[src/rtl/rename_register_file_pkg.sv]
// Shared widths, the "no dependency" tag and the rd-writing opcode list
// used by both the register file and the reorder buffer.
package rename_register_file_pkg;

  localparam int XLEN         = 32;
  localparam int NUM_REGS     = 32;
  localparam int ROB_ID_WIDTH = 5;
  localparam int REG_ID_WIDTH = $clog2(NUM_REGS);

  localparam logic [ROB_ID_WIDTH-1:0] NO_DEP = '0;

  typedef enum logic [6:0] {
    OP_LUI    = 7'b0110111,
    OP_AUIPC  = 7'b0010111,
    OP_JAL    = 7'b1101111,
    OP_JALR   = 7'b1100111,
    OP_LOAD   = 7'b0000011,
    OP_OP_IMM = 7'b0010011,
    OP_OP     = 7'b0110011
  } rd_write_op_e;

  function automatic logic op_writes_rd(input logic [6:0] opcode);
    case (opcode)
      OP_LUI, OP_AUIPC, OP_JAL, OP_JALR, OP_LOAD, OP_OP_IMM, OP_OP: return 1'b1;
      default: return 1'b0;
    endcase
  endfunction

endpackage

[src/rtl/rename_register_file_query_port.sv]
// One decoder source lookup: index mux over the rename/value tables with a
// same-cycle commit bypass. Launches are deliberately not bypassed.
module rf_query_port
  import rename_register_file_pkg::*;
(
  input  logic [REG_ID_WIDTH-1:0]                 ask,
  input  logic [NUM_REGS-1:1][ROB_ID_WIDTH-1:0]   dep_tbl,
  input  logic [NUM_REGS-1:1][XLEN-1:0]           value_tbl,
  input  logic                                    commit_ready,
  input  logic [ROB_ID_WIDTH-1:0]                 commit_rob_id,
  input  logic [REG_ID_WIDTH-1:0]                 commit_register_id,
  input  logic [XLEN-1:0]                         commit_value,
  output logic [ROB_ID_WIDTH-1:0]                 dep,
  output logic [XLEN-1:0]                         value
);

  always_comb begin
    dep   = NO_DEP;
    value = '0;
    if (ask != '0) begin
      dep   = dep_tbl[ask];
      value = value_tbl[ask];
      // Only the producer the table is waiting on may resolve the source early.
      if (commit_ready && (commit_register_id == ask) && (dep_tbl[ask] == commit_rob_id)) begin
        dep   = NO_DEP;
        value = commit_value;
      end
    end
  end

endmodule

[src/rtl/rename_register_file.sv]
// Architectural register file plus rename table, driven by ROB launch,
// commit and clear traffic; two combinational query ports for the decoder.
module rename_register_file
  import rename_register_file_pkg::*;
(
  input  logic                    clk_in,
  input  logic                    rst_in,
  input  logic                    rdy_in,
  input  logic                    _clear,
  input  logic                    _rf_launch_ready,
  input  logic [ROB_ID_WIDTH-1:0] _rf_launch_rob_id,
  input  logic [REG_ID_WIDTH-1:0] _rf_launch_register_id,
  input  logic                    _rf_commit_ready,
  input  logic [ROB_ID_WIDTH-1:0] _rf_commit_rob_id,
  input  logic [REG_ID_WIDTH-1:0] _rf_commit_register_id,
  input  logic [XLEN-1:0]         _rf_commit_value,
  input  logic [REG_ID_WIDTH-1:0] _ask_rd_1,
  input  logic [REG_ID_WIDTH-1:0] _ask_rd_2,
  output logic [ROB_ID_WIDTH-1:0] _dep_rd_1,
  output logic [XLEN-1:0]         _dep_value_1,
  output logic [ROB_ID_WIDTH-1:0] _dep_rd_2,
  output logic [XLEN-1:0]         _dep_value_2
);

  logic [NUM_REGS-1:1][XLEN-1:0]         value_q, value_d;
  logic [NUM_REGS-1:1][ROB_ID_WIDTH-1:0] dep_q, dep_d;
  logic                                  commit_en, launch_en, clear_en;

  assign commit_en = rdy_in && _rf_commit_ready && (_rf_commit_register_id != '0);
  assign clear_en  = rdy_in && _clear;
  assign launch_en = rdy_in && _rf_launch_ready && (_rf_launch_register_id != '0) && !_clear;

  always_comb begin
    value_d = value_q;
    dep_d   = dep_q;
    if (commit_en) begin
      value_d[_rf_commit_register_id] = _rf_commit_value;
      // A younger launch to the same rd keeps its tag.
      if (dep_q[_rf_commit_register_id] == _rf_commit_rob_id)
        dep_d[_rf_commit_register_id] = NO_DEP;
    end
    if (clear_en)
      dep_d = '0;
    else if (launch_en)
      dep_d[_rf_launch_register_id] = _rf_launch_rob_id;
  end

  always_ff @(posedge clk_in or posedge rst_in) begin
    if (rst_in) begin
      value_q <= '0;
      dep_q   <= '0;
    end else begin
      value_q <= value_d;
      dep_q   <= dep_d;
    end
  end

  rf_query_port u_query_1 (
    .ask                (_ask_rd_1),
    .dep_tbl            (dep_q),
    .value_tbl          (value_q),
    .commit_ready       (_rf_commit_ready),
    .commit_rob_id      (_rf_commit_rob_id),
    .commit_register_id (_rf_commit_register_id),
    .commit_value       (_rf_commit_value),
    .dep                (_dep_rd_1),
    .value              (_dep_value_1)
  );

  rf_query_port u_query_2 (
    .ask                (_ask_rd_2),
    .dep_tbl            (dep_q),
    .value_tbl          (value_q),
    .commit_ready       (_rf_commit_ready),
    .commit_rob_id      (_rf_commit_rob_id),
    .commit_register_id (_rf_commit_register_id),
    .commit_value       (_rf_commit_value),
    .dep                (_dep_rd_2),
    .value              (_dep_value_2)
  );

endmodule
[config.mk]
export PLATFORM = sky130hd
export DESIGN_NAME = rename_register_file
export DESIGN_NICKNAME = d
export VERILOG_FILES = /design/src/rtl/rename_register_file_pkg.sv /design/src/rtl/rename_register_file_query_port.sv /design/src/rtl/rename_register_file.sv
export SDC_FILE = /design/constraint.sdc
export NUM_CORES = 2
export LEC_CHECK = 0
export BUFFER_PORTS_ARGS = -buffer_cell sky130_fd_sc_hd__clkbuf_2
export CAP_MARGIN = 10
export CORE_AREA = 2 2 499 377
export CTS_CLUSTER_DIAMETER = 120
export DETAILED_ROUTE_END_ITERATION = 12
export DIE_AREA = 0 0 501 379
export GPL_TIMING_DRIVEN = 0
export PLACE_DENSITY_LB_ADDON = 0.2
export SYNTH_ARGS = -nofsm -noshare
export SYNTH_HDL_FRONTEND = slang
export SYNTH_SLANG_ARGS = --single-unit
[constraint.sdc]
create_clock -name clk_in -period 49.8 [get_ports clk_in]
set_clock_uncertainty 0.15 [all_clocks]
set_input_delay 4.98 -clock clk_in [delete_from_list [all_inputs] [get_ports clk_in]]
set_output_delay 4.98 -clock clk_in [all_outputs]
set_load 0.005 [all_outputs]
# Yosys cells after proc, flatten, opt, wreduce, memory -nomap -nowiden
# Cells that the tools add are included.
classes:
  n_addsub: 0
  n_mul: 0
  n_div: 0
  order_cmp: 6
  n_eq_ne: 5
  n_shift: 0
  muxes: 30
  bitwise_logic: 2
  reduce_logical: 17
op_table:
  columns: ["op", "count"]
  rows:
  - ["bitwise mux 992 bit", 1]
  - ["2-to-1 mux 155 bit", 4]
  - ["binary-select mux 32 bit (select 5 bit)", 2]
  - ["2-to-1 mux 32 bit", 7]
  - ["demux 32 bit (select 5 bit)", 1]
  - ["AND 155 bit", 1]
  - ["bitwise mux 155 bit", 1]
  - ["inverter 155 bit", 1]
  - ["binary-select mux 5 bit (select 5 bit)", 3]
  - ["demux 5 bit (select 5 bit)", 2]
  - ["2-to-1 mux 5 bit", 9]
  - ["== test 5 bit", 5]
  - ["< comparator 5 x 6 -> 1 bit (second input constant)", 4]
  - ["nonzero test 5 bit", 4]
  - ["logical AND 1 bit", 12]
  - ["greater-or-equal comparator 5 x 1 -> 1 bit (second input constant)", 2]
  - ["zero test 1 bit", 1]
word_totals:
  ff_bits: 1147
  latchBits: 0
  ram_bits: 0
  mem_bits_ro: 0
  input_bits: 68
  memories: 0

# Longest topological paths before layout
depth:
  depth_word: 11
  ltp_mapped: 14

# Modules after synthesis
# From an unflattened synthesis, not the netlist that was laid out.
unflattened:
  cells_unflattened: 4688
  hier_area_um2: 66293.6
modules_own_cells:
  columns: ["mod", "n_inst", "cells_each", "area_per_inst_um2", "seq_area_each_um2"]
  rows:
  - ["rename_register_file", 1, 3198, 46104.2, 28702.5]
  - ["rf_query_port", 2, 745, 10094.7, 0.0]

# Worst setup path before layout
# OpenSTA, ideal clock, no wires.
synth_path:
  path_kind: "in2out"
  startpoint: "input _ask_rd_1[0]"
  endpoint: "output _dep_value_1[10]"
  arrival_time_ns: 7.476
  required_ns: 44.670
  path_slack_ns: 37.194
  path_stages: 9
  path_buffers: 5
  cell_sequence: "buf_4 -> buf_4 -> buf_2 -> buf_4 -> clkbuf_1 -> mux4_2 -> mux4_2 -> mux2i_1 -> mux2i_1"
synth_between:
  elab_chain_len: 6
  word_cells_on_any_way: 11
synth_rtl:
  columns: ["item", "line", "rtl"]
  rows:
  - ["start: declaration", "rename_register_file.sv:17", "input logic [REG_ID_WIDTH-1:0] _ask_rd_1,"]
  - ["binary-select mux 5 bit (select 5 bit)", "rename_register_file_query_port.sv:24", "if (commit_ready && (commit_register_id == ask) && (dep_tbl[ask] == commit_rob_id)) begin"]
  - ["2-to-1 mux 5 bit (implied by the code)", "rename_register_file_query_port.sv:24", null]
  - ["== test 5 bit", "rename_register_file_query_port.sv:24", null]
  - ["logical AND 1 bit", "rename_register_file_query_port.sv:24", null]
  - ["2-to-1 mux 32 bit", "rename_register_file_query_port.sv:24", null]
  - ["2-to-1 mux 32 bit *", "rename_register_file_query_port.sv:20", "if (ask != '0) begin"]
  - ["end: declaration", "rename_register_file.sv:20", "output logic [XLEN-1:0] _dep_value_1,"]
# Mark *: on every way between the ends. The rest lies on a longest branch, timed or not. The select of a mux whose other input is x is not followed.

# Worst setup path after layout
layout_path:
  startpoint: "input _ask_rd_2[2]"
  endpoint: "output _dep_value_2[8]"
layout_between:
  elab_chain_len: 6
  word_cells_on_any_way: 11
layout_rtl:
  columns: ["item", "line", "rtl"]
  rows:
  - ["start: declaration", "rename_register_file.sv:18", "input logic [REG_ID_WIDTH-1:0] _ask_rd_2,"]
  - ["binary-select mux 5 bit (select 5 bit)", "rename_register_file_query_port.sv:24", null]
  - ["2-to-1 mux 5 bit (implied by the code)", "rename_register_file_query_port.sv:24", null]
  - ["== test 5 bit", "rename_register_file_query_port.sv:24", null]
  - ["logical AND 1 bit", "rename_register_file_query_port.sv:24", null]
  - ["2-to-1 mux 32 bit", "rename_register_file_query_port.sv:24", null]
  - ["2-to-1 mux 32 bit *", "rename_register_file_query_port.sv:20", null]
  - ["end: declaration", "rename_register_file.sv:22", "output logic [XLEN-1:0] _dep_value_2"]
# Marked as above.

==> out/results.ini <==
[timing]
max_freq_mhz = 63.17
final_hold_viol_count = 0
tns_ps = 0
fin_crit_ps = 15830
maxSlewHeadroom_pct = 2.212
finalSetupViolCount = 0
finalWorstSetupSlack_ps = 33970
drv_slew = 0
worst_slew_pin_slew_ps = 1467
min_period_over_period_pct = 31.79
rsz0062_at_grt = false

[grt]
first_global_vias = 45259
grtUsageTotal_pct = 29.64
grt_pass1_wl_um = 387100
antenna_found_initial = 25
grt_max_degree = 126
overflow = 0

[die]
die_x_um = 501
die_h_um = 379
die_area_mm2 = 0.1899
initial_core_util_pct = 34.88
core_mm2 = 0.1850
rows = 137
io_pins = 142

[pwr]
powerDensity_mw_per_mm2 = 35.47
peakVddDrop_mv = 0.03675
leakagePower_uw = 0.03234

[drt]
vias_per_cell = 6.495
ant_nets = 0
vias = 47475
wl_um = 284200
wl_per_cell_um = 38.88
drc = 0
drt_first_pass_iters = 5
drt-initial-drc-count = 6462

[clock_tree]
ctsResizeCount = 0
cts.sinks = 1147
tritoncts = done
numCtsBuffers = 132
root_buffer = clkbuf_16
cts_hold_buffers = 0
clockBufferDepth = 3
post_cts_buffers = 0
h-tree-depth = 4
clkTransAtPathRegs_ps = 50
clock_latency_ps = 820

[worst_setup_path]
startpoint_type = input port
path_common_cell = clkbuf_1
cp_cell_sequence = clkbuf_1 -> clkbuf_1 -> buf_1 -> buf_8 -> clkbuf_1 -> clkbuf_1 -> a221oi_1 -> o21ai_0 -> o221ai_1 -> mux2i_1 -> clkbuf_2
cp_slowest_cell = clkbuf_1
cp-end-kind = output port
cp_slowest_stage_delay_ps = 1050
worstPathArrival_ps = 10700
crit_type = input port to output port
critPathMaxFanout = 10
required_ps = 44670

[status]
outcome = finished, final reports clean

[place]
place_ws_ps = 34150
port_buffers = 130
dpl.hpwl_um = 203000
routabilityCongestion = 1.010
placed_area_mm2 = 0.06923

[synthesis]
synth_fp_nets = 4513
ys_seq_elements = 1147
yosysWarningCount = 0
synth_cells = 4445
netlist_area_mm2 = 0.06451
synthFlopType = dfrtp_1
yosysSeqAreaShare_pct = 44.49
synthArstFlopShare_pct = 100.0
synth_cell_type_count = 59
synth_edf_count = 0
avgSynthCellArea_um2 = 14.51

[layout]
area_growth_pct = 14.50
layout_common_cells = 1147 x dfrtp_1, 1101 x mux2_2, 617 x mux4_2
final_nets = 4842
stdcell_area_mm2 = 0.07386
layout_commonest_cell = dfrtp_1
drive_above_1_share_pct = 46.47
utilization_pct = 39.94

[worst_hold_path]
hold_path.class = flip-flop to flip-flop

[flow_run]
cap_violations = 0

layer usage:
layer  global-route usage (%)  wire length [µm]
met5                        0               150
met2                    40.71            116800
met4                    10.55             10580
met3                    9.784             33020
met1                    43.19            123600
registers in the layout, summed over array words and instances (netlist names):
name and count:
dep_q 155, value_q 992
cell usage after synthesis, types with 43 or more instances:
cell type | number | area (µm²)
mux4_2 | 617 | 13900
clkbuf_1 | 327 | 1227
buf_2 | 66 | 330.3
mux2i_1 | 176 | 1762
a221oi_1 | 49 | 429.2
buf_1 | 49 | 183.9
nand3_1 | 112 | 560.5
o22ai_1 | 96 | 600.6
dfrtp_1 | 1147 | 28700
a41o_1 | 65 | 650.6
nor2b_1 | 43 | 269.0
nor2_1 | 118 | 442.9
a22o_1 | 45 | 394.1
mux2_2 | 1101 | 12400
nand2_1 | 131 | 491.7
critical path: cells and delay by family:
kind	cells	cell delay, ps
buffers and inverters	7	4370
AOI/OAI and AO/OA	3	880
muxes	1	410
where the power goes:
group / internal (µW) / leakage, µW / switching [µW]
registers: 1040 / 0.0154 / 79.5
clock network: 583 / 0.00217 / 442
logic: 241 / 0.0148 / 235
cell families (layout without fill, tap and decap cells):
| logic type | count (synthesis) | after routing | synth area share, % |
|---|---|---|---|
| multiplexers | 1894 | 1894 | 43.49 |
| other | 0 | 5 | 0 |
| buffers and inverters | 485 | 912 | 3.206 |
| flip-flops | 1147 | 1147 | 44.49 |
| AO/OA/AOI/OAI | 387 | 387 | 4.637 |
| XOR/XNOR | 27 | 27 | 0.3666 |
| AND/OR/NAND/NOR | 505 | 505 | 3.809 |
stage by stage:
step / hold slack (ps) / power (µW) / cells
after floorplan: 340.6 / 1426 / 4445
after detailed placement: 358.3 / 1598 / 7059
after global placement: 349.1 / 1584 / 7007
final: 374.4 / 2620 / 7309
after CTS: 372.6 / 2618 / 7291
after global routing: 383.8 / 2704 / 7306
layout make-up:
| type | count | area (µm²) |
|---|---|---|
| Inverter | 10 | 45.04 |
| Sequential cell | 1147 | 28700 |
| Buffer | 475 | 2061 |
| Antenna cell | 5 | 12.51 |
| Multi-Input combinational cell | 2813 | 33760 |
| Timing Repair Buffer | 195 | 1812 |
| Tap cell | 2432 | 3043 |
| Clock inverter | 42 | 590.6 |
| Clock buffer | 190 | 3842 |
| Fill cell | 17148 | 111100 |
path summary, 6_finish.rpt:
| kind | to | slack, ps | startpoint | cells past startpoint |
|---|---|---|---|---|
| worst min register to register | value_q[554] | 370 | value_q[554] | 1 |
| worst min-delay path | value_q[554] | 370 | value_q[554] | 1 |
| max in group asynchronous | value_q[877] | 42770 | rst_in | 6 |
| min in group asynchronous | dep_q[117] | 3960 | rst_in | 2 |
| worst max-delay path | _dep_value_2[8] | 33970 | _ask_rd_2[2] | 11 |
| worst max register to register | dep_q[98] | 45630 | dep_q[70] | 8 |
No activity file was read; power rests on OpenSTA's default activity.
